`src/rtl/demux8_rr_scheduler.sv`:
```
// Round-robin scheduler feeding a 1:8 demux: each accepted beat is buffered
// in a single slot and offered to the next enabled channel in rotating order.
module demux8_rr_scheduler #(
  parameter int unsigned WIDTH = 8
) (
  input  logic             clk,
  input  logic             rst_n,
  input  logic             in_valid,
  output logic             in_ready,
  input  logic [WIDTH-1:0] in_data,
  input  logic [7:0]       ch_en,
  output logic [7:0]       out_valid,
  input  logic [7:0]       out_ready,
  output logic [WIDTH-1:0] out_data,
  output logic [2:0]       sel,
  output logic [15:0]      tx_count
);

  typedef enum logic {
    EMPTY = 1'b0,
    FULL  = 1'b1
  } state_t;

  state_t           state_q;
  logic [2:0]       ptr_q;
  logic [2:0]       sel_q;
  logic [7:0]       out_valid_q;
  logic [WIDTH-1:0] data_q;
  logic [15:0]      tx_count_q;

  logic       xfer;
  logic       acc;
  logic       en_any;
  logic [2:0] base;
  logic [2:0] target_d;
  logic [2:0] idx;
  logic       found;

  assign xfer     = (state_q == FULL) && out_ready[sel_q];
  assign en_any   = |ch_en;
  assign base     = xfer ? (sel_q + 3'd1) : ptr_q;
  assign in_ready = en_any && ((state_q == EMPTY) || xfer);
  assign acc      = in_valid && in_ready;

  // First enabled channel at or after base, wrapping modulo 8.
  always_comb begin
    target_d = base;
    found    = 1'b0;
    idx      = '0;
    for (int unsigned k = 0; k < 8; k++) begin
      idx = base + 3'(k);
      if (!found && ch_en[idx]) begin
        target_d = idx;
        found    = 1'b1;
      end
    end
  end

  always_ff @(posedge clk or negedge rst_n) begin
    if (!rst_n) begin
      state_q     <= EMPTY;
      ptr_q       <= '0;
      sel_q       <= '0;
      out_valid_q <= '0;
      data_q      <= '0;
      tx_count_q  <= '0;
    end else begin
      if (xfer) begin
        ptr_q      <= sel_q + 3'd1;
        tx_count_q <= tx_count_q + 16'd1;
      end
      // A same-cycle accept overrides the drain, keeping the slot FULL.
      if (acc) begin
        state_q     <= FULL;
        data_q      <= in_data;
        sel_q       <= target_d;
        out_valid_q <= 8'b1 << target_d;
      end else if (xfer) begin
        state_q     <= EMPTY;
        out_valid_q <= '0;
      end
    end
  end

  assign out_valid = out_valid_q;
  assign out_data  = data_q;
  assign sel       = sel_q;
  assign tx_count  = tx_count_q;

endmodule

```
`config.mk`:
```
export PLATFORM = sky130hd
export DESIGN_NAME = demux8_rr_scheduler
export DESIGN_NICKNAME = d
export VERILOG_FILES = /design/src/rtl/demux8_rr_scheduler.sv
export SDC_FILE = /design/constraint.sdc
export NUM_CORES = 1
export LEC_CHECK = 0
export BUFFER_PORTS_ARGS = -buffer_cell sky130_fd_sc_hd__buf_2
export CORE_MARGIN = 2
export CORE_UTILIZATION = 60
export CTS_BUF_LIST = sky130_fd_sc_hd__clkbuf_8
export DETAILED_ROUTE_END_ITERATION = 10
export HOLD_SLACK_MARGIN = 0.12
export PLACE_DENSITY = 0.84
export SLEW_MARGIN = 20
export SYNTH_ARGS = -nofsm -noshare
export SYNTH_HDL_FRONTEND = slang
export SYNTH_SLANG_ARGS = --single-unit
```
`constraint.sdc`:
```
create_clock -name clk -period 10.2 [get_ports clk]
set_input_delay 2.04 -clock clk [delete_from_list [all_inputs] [get_ports clk]]
set_output_delay 2.04 -clock clk [all_outputs]
set_load 0.05 [all_outputs]
```
=== Word-level counts from Yosys, hierarchy flattened ===
Cells that the tools add are included.

* Register bits after elaboration: 39
* Latch bits: 0
* Bits in writable memories: 0
* Memory bits (read-only): 0
* Input port bits: 27
* Logic and storage cells: 83
* Memories: 0

* Add/sub/neg operators: 9
* $mul: 0
* Divide/modulo/power cells: 0
* Order comparisons: 9
* Equality and inequality tests: 0
* Shift-type cells: 1
* Mux-type cells: 37
* Bitwise logic cells: 1
* Reduce and logical (&&, ||, !) cells: 20

{| class="wikitable"
|+ Operators with widths
! kind !! count
|-
| $lt 3x4->1 const B || 9
|-
| $bmux 1 s3 || 9
|-
| $mux 3 || 8
|-
| $mux 1 || 18
|-
| $add 16x1->16 const B || 1
|-
| $mux 8 || 2
|-
| $add 3x3->3 const B || 4
|-
| $logic_and 1x1->1 || 10
|-
| $reduce_or 8->1 || 1
|-
| $shl 1x3->8 const A || 1
|-
| $logic_not 1->1 || 7
|-
| $add 3x1->3 const B || 2
|-
| $add 3x2->3 const B || 2
|-
| $reduce_bool 2->1 || 1
|-
| $logic_or 1x1->1 || 1
|-
| $not 1->1 || 1
|}

=== Logic depth before layout (Yosys ltp) ===
Gate-level depths: netlist (run 1).

* Depth after elaboration: 30
* Depth in mapped cells: 20

=== Worst setup path before layout (run 1) ===
Ideal clock, no wire load.

* Path type: input -> register
* From: input port out_ready[2]
* To: register out_valid_q[4] (netlist: out_valid[4])
* Setup time: 0.122 ns
* Arrival time: 5.751 ns
* Slack: 4.327 ns
* Cell stages on the path: 18
* Buffers on the path: 2
* Cell sequence: mux2_4 -> o22a_1 -> buf_6 -> nand3_1 -> nand2_1 -> nand2_1 -> inv_2 -> buf_2 -> ha_1 -> nand2b_1 -> a2111oi_0 -> nor2_1 -> mux4_2 -> nand4bb_4 -> nor2_1 -> nand2_1 -> mux2_4 -> a32o_1

* Word-level cells in the longest chain between the ends: 30

{| class="wikitable"
|+ Ends and longest elaborated chain
! item !! line !! RTL
|-
| from (decl) || 13 || <nowiki>input logic [7:0] out_ready,</nowiki>
|-
| $bmux 1 s3 * || 39 || <nowiki>assign xfer = (state_q == FULL) && out_ready[sel_q];</nowiki>
|-
| $mux 1 (implied by the code) * || 39 ||
|-
| $logic_and 1x1->1 * || 39 ||
|-
| $mux 3 * || - ||
|-
| via base[1] || 34 || <nowiki>logic [2:0] base;</nowiki>
|-
| parallel branches: the longest is 23 deep, another holds $add 3x1->3 || - ||
|-
| $mux 3 * || 52 || <nowiki>if (!found && ch_en[idx]) begin</nowiki>
|-
| $shl 1x3->8 * || 77 || <nowiki>out_valid_q <= 8'b1 << target_d;</nowiki>
|-
| $mux 8 * || 73 || <nowiki>if (acc) begin</nowiki>
|-
| to (signal assigned) || 77 ||
|-
| to (decl) || 27 || <nowiki>logic [7:0] out_valid_q;</nowiki>
|}

Mark *: on every way through the listed nets, which the timed path passes. The select of a mux whose other input is x is not followed.
A chain may end at the register's enable or synchronous reset.

=== Final worst setup path (run 1) ===
* From: input port out_ready[7]
* To: register out_valid_q[2] (netlist: out_valid[2])

The elaborated chain is that of the path after synthesis.

==> flow_metrics.env, run 1 <==
export IMPL_final_min_clock_period_ns=6.53
export IMPL_core_area_um2=4790
export IMPL_slew_headroom=0.401
export IMPL_hold_buffers=0
export IMPL_register_area_um2=976
export IMPL_gr_usage_all_layers=0.293
export IMPL_cts_resized_gates=0
export IMPL_ys_flop_type="dfrtp_1"
export IMPL_max_freq_ghz=0.153
export IMPL_netlist_instances=348
export IMPL_grt_overflow_total=0
export IMPL_ctsLongestPathBuffers=2
export IMPL_initial_utilization=0.631
export IMPL_die_w_um=74.9
export IMPL_gp_congestion=0.926
export IMPL_multi_input_area_um2=1910
export IMPL_htreeDepth=2
export IMPL_synth_common_cells="nand2_1 (96), dfrtp_1 (39), nor2_1 (22)"
export IMPL_synth_edf_count=0
export IMPL_antennaDiodeCount=0
export IMPL_drt_iter0_drc=208
export IMPL_clock_skew_ns=0.00519
export IMPL_portBuffers=62
export IMPL_worst_path_max_fanout=17
export IMPL_timing_worst_slew_pin_value_ns=0.899
export IMPL_status="complete, no violations"
export IMPL_vias=2830
export IMPL_arrival_ns=6.73
export IMPL_setup_viol=0
export IMPL_report_final_slew_viol_count=0
export IMPL_die_height_um=74.9
export IMPL_required_ns=10.40
export IMPL_place_hpwl_um=5750
export IMPL_insertion_delay_ns=0.29
export IMPL_yosysWarnings=0
export IMPL_period_share=0.640
export IMPL_io_pins=63
export IMPL_finalNetCount=433
export IMPL_startpoint_type="input port"
export IMPL_syn_nets=379
export IMPL_wirelength_um=7610
export IMPL_min_path_type="reg -> reg"
export IMPL_post_cts_buffers=0
export IMPL_die_area_um2=5620
export IMPL_grt_pass1_wl_um=12800
export IMPL_num_rows=25
export IMPL_ys_seq_elements=39
export IMPL_drc=0
export IMPL_synth_top_cell_by_area="dfrtp_1"
export IMPL_cts_sinks=39
export IMPL_numCtsBuffers=5
export IMPL_end_kind="flip-flop"
export IMPL_yosysMostFrequentCell="nand2_1"
export IMPL_worstReg2RegStart="sel[0]"
export IMPL_yosysSeqAreaShare=0.323
export IMPL_startpoint="out_ready[7]"
export IMPL_yosysUniqueCellTypes=61
export IMPL_max_cap_viol_count=0
export IMPL_vias_per_cell=6.02
export IMPL_netlist_area_leader_share=0.323
export IMPL_antenna_found_initial=0
export IMPL_nFillCells=414
export IMPL_crit_type="in -> reg"
export IMPL_grt_max_degree=40
export IMPL_postSynthAreaPerCell_um2=8.68
export IMPL_hold_viol=0
export IMPL_rsz0062_at_grt="false"
export IMPL_syn2layout_area_growth_pct=12.4
export IMPL_cts_clk_slew_worst_paths_ns=0.07
export IMPL_drtPass1Iterations=5
export IMPL_ys_top_cells_by_area="dfrtp_1 (32%), nand2_1 (12%), mux2i_1 (6.3%)"
export IMPL_fin_tns_setup_ns=0
export IMPL_cts_root_buf="clkbuf_8"
export IMPL_routedWlPerCell_um=16.2
export IMPL_layout_drive_gt1_share=0.228
export IMPL_async_reset_ff_frac=1.00
export IMPL_cts_tree="yes"
export IMPL_grt_pass1_vias=2776
export IMPL_syn_cell_area_um2=3020
export IMPL_drtAntennaViolNets=0
export IMPL_hold_start="tx_count[15]"
==> registers in the layout (all words and copies together), names as in the netlist <==
| signal | flops |
|---|---|
| out_data | 8 |
| out_valid | 8 |
| ptr_q | 3 |
| sel | 3 |
| state_q | 1 |
| tx_count | 16 |
==> final cells by class <==
cell class / count / share of cell area
Tap cell: 67 / 0.0247
Clock inverter: 3 / 0.00369
Multi-Input combinational cell: 284 / 0.561
Timing Repair Buffer: 62 / 0.0914
Sequential cell: 39 / 0.288
Inverter: 10 / 0.0111
Clock buffer: 5 / 0.0203
==> cell families (layout without fill, tap and decap cells) <==
kind of cell	count (synthesis)	count (layout)	synth area share
AO/OA/AOI/OAI	67	67	0.191
XOR/XNOR	17	17	0.0493
adder cells (fa/ha/maj)	4	4	0.0166
buffers and inverters	25	80	0.0456
flip-flops	39	39	0.323
multiplexers	29	29	0.119
AND/OR/NAND/NOR	167	167	0.255
==> layout by cell type (no fill, tap or decap), types with 4 or more instances in the layout <==
cell type	netlist	final
dfrtp_1	39	39
xnor2_1	10	10
nor2_1	22	22
a32o_1	9	9
a2111oi_0	5	5
mux2i_1	19	19
buf_2	2	62
ha_1	4	4
nand2b_1	6	6
nand2_1	96	96
nor2b_1	4	4
o31ai_1	4	4
clkbuf_8	0	5
nor3_1	8	8
xor2_1	7	7
and2_1	5	5
a2111o_1	4	4
inv_1	7	9
a32oi_1	7	7
o21ai_0	5	5
nand3_1	10	10
a21oi_1	5	5
==> final timing paths <==
check                          endpoint  slack (ns)  cells after the start
max                        out_valid[2]        3.67                     17
min                        tx_count[15]        0.46                      1
max reg2reg                out_valid[2]        4.60                     16
min reg2reg                tx_count[15]        0.46                      1
max in group asynchronous   tx_count[6]        7.84                      1
min in group asynchronous   out_data[1]        1.83                      1
==> per-stage QoR <==
| step | instances | util | setup slack [ns] | cell area, um2 | hold WS [ns] |
|---|---|---|---|---|---|
| global route | 470 | 0.709 | 3.33 | 3390 | 0.496 |
| CTS | 470 | 0.709 | 3.73 | 3390 | 0.465 |
| floorplan | 348 | - | 4.33 | 3020 | 0.653 |
| finish | 470 | 0.709 | 3.67 | 3390 | 0.463 |
| detailed placement | 462 | 0.692 | 3.42 | 3310 | 0.453 |
| global placement | 462 | 0.692 | 3.68 | 3310 | 0.453 |
==> per-layer routing <==
layer,global-route usage,wire [um],part of all wire,vias to the layer above
met5,0,0,0,-
met1,0.365,3200,0.42,1327
met2,0.514,3740,0.49,122
met3,0.0375,502,0.066,16
met4,0.119,168,0.022,0
li1,-,-,-,1365
==> critical path, stage by stage <==
cell and delay (ns):
buf_2 0.07, mux2i_1 0.08, a22oi_1 0.76, nand3_1 0.38
nand2_1 0.16, nand2_1 0.25, inv_2 0.34, ha_1 0.26
nand2b_1 0.12, a2111oi_0 0.08, nor2_1 0.49, mux4_2 0.43
nand4bb_4 0.25, nor2_1 0.25, nand2_1 0.14, mux2_4 0.35
o31ai_1 0.28
Power of run 1 is not shown: default switching activity piles up to over one toggle a cycle in this logic, so the estimate is an artifact.
==> run 2: changes to the inputs <==
- CORE_UTILIZATION: 60 -> 52
- PLACE_DENSITY: 0.84 -> 0.77
- clock period: 10.2 -> 5.7 ns (I/O delays scaled with it)
==> run 2 against run 1 <==
Against the previous run: sequential share of layout area decreased by 0.30 points; global-route usage down 4.7 points; die area increased by 15%; critical path type unchanged; critical endpoint is now out_valid[0].
==> flow_metrics.env, run 2 (synthesized netlist as in run 1, its figures left out) <==
export IMPL_status="complete, no violations"
export IMPL_antennaDiodeCount=0
export IMPL_arrival_ns=5.22
export IMPL_rsz0062_at_grt="false"
export IMPL_min_delay_path_depth=1
export IMPL_r2r_slack_ns=0.98
export IMPL_syn2layout_area_growth_pct=13.6
export IMPL_period_share=0.884
export IMPL_nFillCells=473
export IMPL_register_area_um2=976
export IMPL_gp_congestion=0.923
export IMPL_slew_headroom=0.450
export IMPL_layout_drive_gt1_share=0.236
export IMPL_r2r_end="out_valid[0]"
export IMPL_grt_max_degree=40
export IMPL_die_w_um=80.2
export IMPL_setup_viol=0
export IMPL_holdPathEnd="tx_count[15]"
export IMPL_timing_worst_slew_pin_value_ns=0.825
export IMPL_vias_per_cell=6.08
export IMPL_max_freq_ghz=0.199
export IMPL_ctsLongestPathBuffers=2
export IMPL_routedWlPerCell_um=16.2
export IMPL_numCtsBuffers=5
export IMPL_hold_start="tx_count[15]"
export IMPL_final_common_cell="nand2_1"
export IMPL_report_final_slew_viol_count=0
export IMPL_worst_path_max_fanout=12
export IMPL_crit_type="in -> reg"
export IMPL_clock_skew_ns=0.0106
export IMPL_cts_clk_slew_worst_paths_ns=0.08
export IMPL_die_area_um2=6430
export IMPL_grt_overflow_total=0
export IMPL_hold_viol=0
export IMPL_num_rows=27
export IMPL_final_min_clock_period_ns=5.04
export IMPL_io_pins=63
export IMPL_worstReg2RegStart="sel[2]"
export IMPL_drtAntennaViolNets=0
export IMPL_cts_root_buf="clkbuf_8"
export IMPL_startpoint_type="input port"
export IMPL_hold_buffers=0
export IMPL_insertion_delay_ns=0.29
export IMPL_drc=0
export IMPL_vias=2912
export IMPL_fin_tns_setup_ns=0
export IMPL_drt_iter0_drc=296
export IMPL_pre_cts_ws_ns=0.418
export IMPL_cts_resized_gates=0
export IMPL_postLayoutCoreUtil=0.619
export IMPL_cts_sinks=39
export IMPL_drtPass1Iterations=5
export IMPL_antenna_found_initial=0
export IMPL_htreeDepth=2
export IMPL_layout_setup_ws_ns=0.664
export IMPL_grt_pass1_vias=2696
export IMPL_core_area_um2=5540
export IMPL_gr_usage_all_layers=0.246
export IMPL_portBuffers=62
export IMPL_cts_tree="yes"
export IMPL_finalNetCount=437
export IMPL_min_path_type="reg -> reg"
export IMPL_end_kind="flip-flop"
export IMPL_r2r_cells=16
export IMPL_largest_reg_flops=16
export IMPL_die_height_um=80.2
export IMPL_post_cts_buffers=0
export IMPL_initial_utilization=0.545
export IMPL_most_common_layout_cells="nand2_1 (96), buf_2 (62), dfrtp_1 (39), nor2_1 (22), mux2i_1 (19)"
export IMPL_required_ns=5.89
export IMPL_max_cap_viol_count=0
export IMPL_grt_pass1_wl_um=12700
export IMPL_multi_input_area_um2=1910
export IMPL_place_hpwl_um=5800
export IMPL_wirelength_um=7740
==> run 2: changes by cell type in the layout (fill, tap and decap cells not counted) <==
| cell | delta |
|---|---|
| buf_4 | +4 |
==> run 2: layout make-up <==
class | count | share of cell area
multi-input combinational | 284 | 0.555
sequential | 39 | 0.284
timing repair buffer | 66 | 0.0992
tap | 72 | 0.0263
clock buffer | 5 | 0.0201
inverter | 10 | 0.0109
clock inverter | 3 | 0.00365
==> run 2: worst max-delay path, stage by stage <==
cell       delay (ns)
buf_2            0.09
mux2_4           0.27
o22a_1           0.36
nand3_1          0.26
nor2_1           0.06
a21oi_1          0.30
inv_1            0.16
ha_1             0.30
and2_1           0.16
o2111ai_1        0.19
nand2_1          0.19
mux4_2           0.40
nand4bb_4        0.29
a211o_1          0.31
a32oi_1          0.22
mux2i_1          0.19
o31ai_1          0.31
==> run 2: worst max-delay path by stage <==
stage,start,endpoint
6_report,out_ready[2],out_valid[0]
4_1_cts,out_ready[2],out_valid[0]
3_5_place_dp,out_ready[2],out_valid[0]
2_1_floorplan,out_ready[2],out_valid[4]
3_3_place_gp,out_ready[2],out_valid[5]
5_1_grt,out_ready[2],out_valid[0]
==> run 2: metal layers <==
layer / vias up / routed length [um] / share of wire / track usage
li1: 1378 / - / - / -
met1: 1369 / 3490 / 0.45 / 0.342
met2: 147 / 3540 / 0.46 / 0.394
met3: 18 / 576 / 0.074 / 0.0494
met4: 0 / 127 / 0.016 / 0.0593
met5: - / 0 / 0 / 0
==> run 2: per-stage QoR <==
stage                     cell area [um2]  instances  hold slack, ns
after floorplan                      3020        348           0.653
after global placement               3350        471           0.450
after detailed placement             3350        471           0.453
after CTS                            3430        479           0.468
after global routing                 3430        479           0.485
final                                3430        479           0.466
Power of run 2 is left out for the same reason.
==> run 3: changes to the inputs <==
--- a/config.mk
+++ b/config.mk
@@ -7,5 +7,6 @@
 export LEC_CHECK = 0
+export ABC_AREA = 1
 export BUFFER_PORTS_ARGS = -buffer_cell sky130_fd_sc_hd__buf_2
 export CORE_MARGIN = 2
-export CORE_UTILIZATION = 52
+export CORE_UTILIZATION = 51
 export CTS_BUF_LIST = sky130_fd_sc_hd__clkbuf_8
==> constraint.sdc (replaced) <==
create_clock -name clk -period 5.7 [get_ports clk]
set_input_delay 0.57 -clock clk [delete_from_list [all_inputs] [get_ports clk]]
set_output_delay 0.57 -clock clk [all_outputs]
set_load 0.01 [all_outputs]
==> run 3 against run 2 <==
Against the previous run: flip-flop and latch count is the same; clock skew shrank 0.0083 ns; critical path depth grew 5; die area shrank 7.2%; cell count grew 6.1%; global-route usage shrank 1.6 points; synthesized cell count grew 6.9%; clock-buffer cell count is the same; first-iteration DRC count shrank 28%; maximum frequency grew 30%; via count shrank 8.4%; highest routed layer unchanged.
==> flow_metrics.env, run 3 <==
export IMPL_max_freq_ghz=0.259
export IMPL_core_area_um2=5140
export IMPL_cts_sinks=39
export IMPL_routedWlPerCell_um=13.0
export IMPL_hold_buffers=0
export IMPL_syn_cell_area_um2=2740
export IMPL_crit_type="reg -> reg"
export IMPL_place_hpwl_um=4970
export IMPL_synth_top_cell_by_area="dfrtp_1"
export IMPL_vias_per_cell=5.25
export IMPL_worstReg2RegStart="sel[0]"
export IMPL_status="complete, no violations"
export IMPL_report_final_slew_viol_count=0
export IMPL_syn_nets=403
export IMPL_multi_input_area_um2=1580
export IMPL_slowest_stage="dfrtp_1"
export IMPL_netlist_area_leader_share=0.357
export IMPL_drc=0
export IMPL_grt_pass1_vias=2545
export IMPL_synth_edf_count=0
export IMPL_pre_cts_ws_ns=1.86
export IMPL_ys_top_cells_by_area="dfrtp_1 (36%), nand2_1 (17%), nand3_1 (11%)"
export IMPL_yosysSeqAreaShare=0.357
export IMPL_portBuffers=62
export IMPL_register_area_um2=976
export IMPL_cp_cell_sequence="inv_2, nand2_1, nand3b_1, nand3_2, nand4_2, nand2_2, inv_1, ha_1, inv_1, nand3_1, nand2_1, nand2_1, nand2_1, inv_2, nor2_8, nand4_4, nor2_8, nor2_1, nand2_1, nand2_1, nand2_1, o21ai_0"
export IMPL_grt_pass1_wl_um=11300
export IMPL_antenna_found_initial=0
export IMPL_final_common_cell="nand2_1"
export IMPL_use_met1=0.312
export IMPL_setup_viol=0
export IMPL_num_rows=26
export IMPL_critical_path_most_common_cell="nand2_1"
export IMPL_numCtsBuffers=5
export IMPL_max_cap_viol_count=0
export IMPL_drtAntennaViolNets=0
export IMPL_timing_worst_slew_pin_value_ns=0.841
export IMPL_most_common_layout_cells="nand2_1 (126), buf_2 (62), nand3_1 (61), dfrtp_1 (39), inv_1 (37)"
export IMPL_wirelength_um=6600
export IMPL_yosysUniqueCellTypes=32
export IMPL_grt_busiest_layer="met2"
export IMPL_rsz0062_at_grt="false"
export IMPL_grt_overflow_total=0
export IMPL_grt_met3_usage=0.0400
export IMPL_largest_reg_flops=16
export IMPL_yosysMostFrequentCell="nand2_1"
export IMPL_startpoint_type="flip-flop"
export IMPL_required_ns=5.87
export IMPL_insertion_delay_ns=0.29
export IMPL_arrival_ns=4.04
export IMPL_yosysWarnings=0
export IMPL_layout_drive_gt1_share=0.247
export IMPL_die_height_um=77.3
export IMPL_drtPass1Iterations=5
export IMPL_vias=2667
export IMPL_antennaDiodeCount=0
export IMPL_grt_max_degree=40
export IMPL_synth_common_cells="nand2_1 (126), nand3_1 (61), dfrtp_1 (39)"
export IMPL_drt_iter0_drc=212
export IMPL_htreeDepth=2
export IMPL_ys_seq_elements=39
export IMPL_ys_flop_type="dfrtp_1"
export IMPL_gp_congestion=1.00
export IMPL_cts_tree="yes"
export IMPL_min_path_type="in -> async"
export IMPL_post_cts_buffers=0
export IMPL_nFillCells=469
export IMPL_gr_usage_all_layers=0.231
export IMPL_die_area_um2=5970
export IMPL_period_share=0.678
export IMPL_slew_headroom=0.439
export IMPL_layout_setup_ws_ns=1.83
export IMPL_initial_utilization=0.532
export IMPL_postSynthAreaPerCell_um2=7.36
export IMPL_fin_tns_setup_ns=0
export IMPL_hold_viol=0
export IMPL_hold_ws_ns=0.368
export IMPL_syn2layout_area_growth_pct=18.5
export IMPL_final_min_clock_period_ns=3.87
export IMPL_cts_root_buf="clkbuf_8"
export IMPL_critical_path_max_stage_delay_ns=0.53
export IMPL_die_w_um=77.3
export IMPL_netlist_instances=372
export IMPL_cts_clk_slew_worst_paths_ns=0.08
export IMPL_clock_skew_ns=0.00222
export IMPL_finalNetCount=468
export IMPL_worst_path_max_fanout=12
export IMPL_grt_use_met2=0.376
export IMPL_end_kind="flip-flop"
export IMPL_cts_resized_gates=0
export IMPL_ctsLongestPathBuffers=2
export IMPL_startpoint="sel[0]"
export IMPL_io_pins=63
export IMPL_async_reset_ff_frac=1.00
run 3: final timing paths:
kind | endpoint | cells past startpoint | slack (ns)
max reg2reg | sel[2] | 22 | 1.83
min | tx_count[12] | 1 | 0.37
max in group asynchronous | ptr_q[2] | 1 | 4.80
min reg2reg | tx_count[15] | 1 | 0.47
min in group clk | out_data[0] | 3 | 0.47
max | sel[2] | 22 | 1.83
run 3: worst max-delay path, delay by kind of cell (launching register included):
family | cells | cell delay [ns]
AND/OR/NAND/NOR | 16 | 2.15
flip-flops | 1 | 0.53
buffers and inverters | 4 | 0.53
adder cells (fa/ha/maj) | 1 | 0.42
AO/OA/AOI/OAI | 1 | 0.08
run 3: cell families (layout without fill, tap and decap cells):
| family | after synthesis | after routing | synth area share |
|---|---|---|---|
| compound gates | 14 | 14 | 0.0334 |
| xor+xnor | 17 | 17 | 0.0572 |
| fa+ha+maj | 4 | 4 | 0.0183 |
| buf+inv | 45 | 111 | 0.0677 |
| flops | 39 | 39 | 0.357 |
| simple gates | 253 | 253 | 0.467 |
run 3: area by class of cell:
class / instances / share of cell area
multi-input cells: 288 / 0.486
flip-flops and latches: 39 / 0.301
repair buffers: 62 / 0.0957
inverters: 41 / 0.0475
well taps: 70 / 0.0270
clock inverters: 3 / 0.0220
clock buffers: 5 / 0.0212
run 3: routing by layer:
layer  wire, um  part of all wire  up-vias
li1           -                 -     1327
met4         82             0.012        0
met1       3040              0.46     1244
met3        361             0.055       10
met2       3110              0.47       86
met5          0                 0        -
run 3: per-stage QoR:
stage | area, um2 | utilization | std cells
final | 3240 | 0.631 | 508
after global routing | 3240 | 0.631 | 508
after CTS | 3240 | 0.631 | 508
after detailed placement | 3100 | 0.604 | 500
after global placement | 3100 | 0.604 | 500
after floorplan | 2740 | - | 372
Power of run 3 is left out for the same reason.
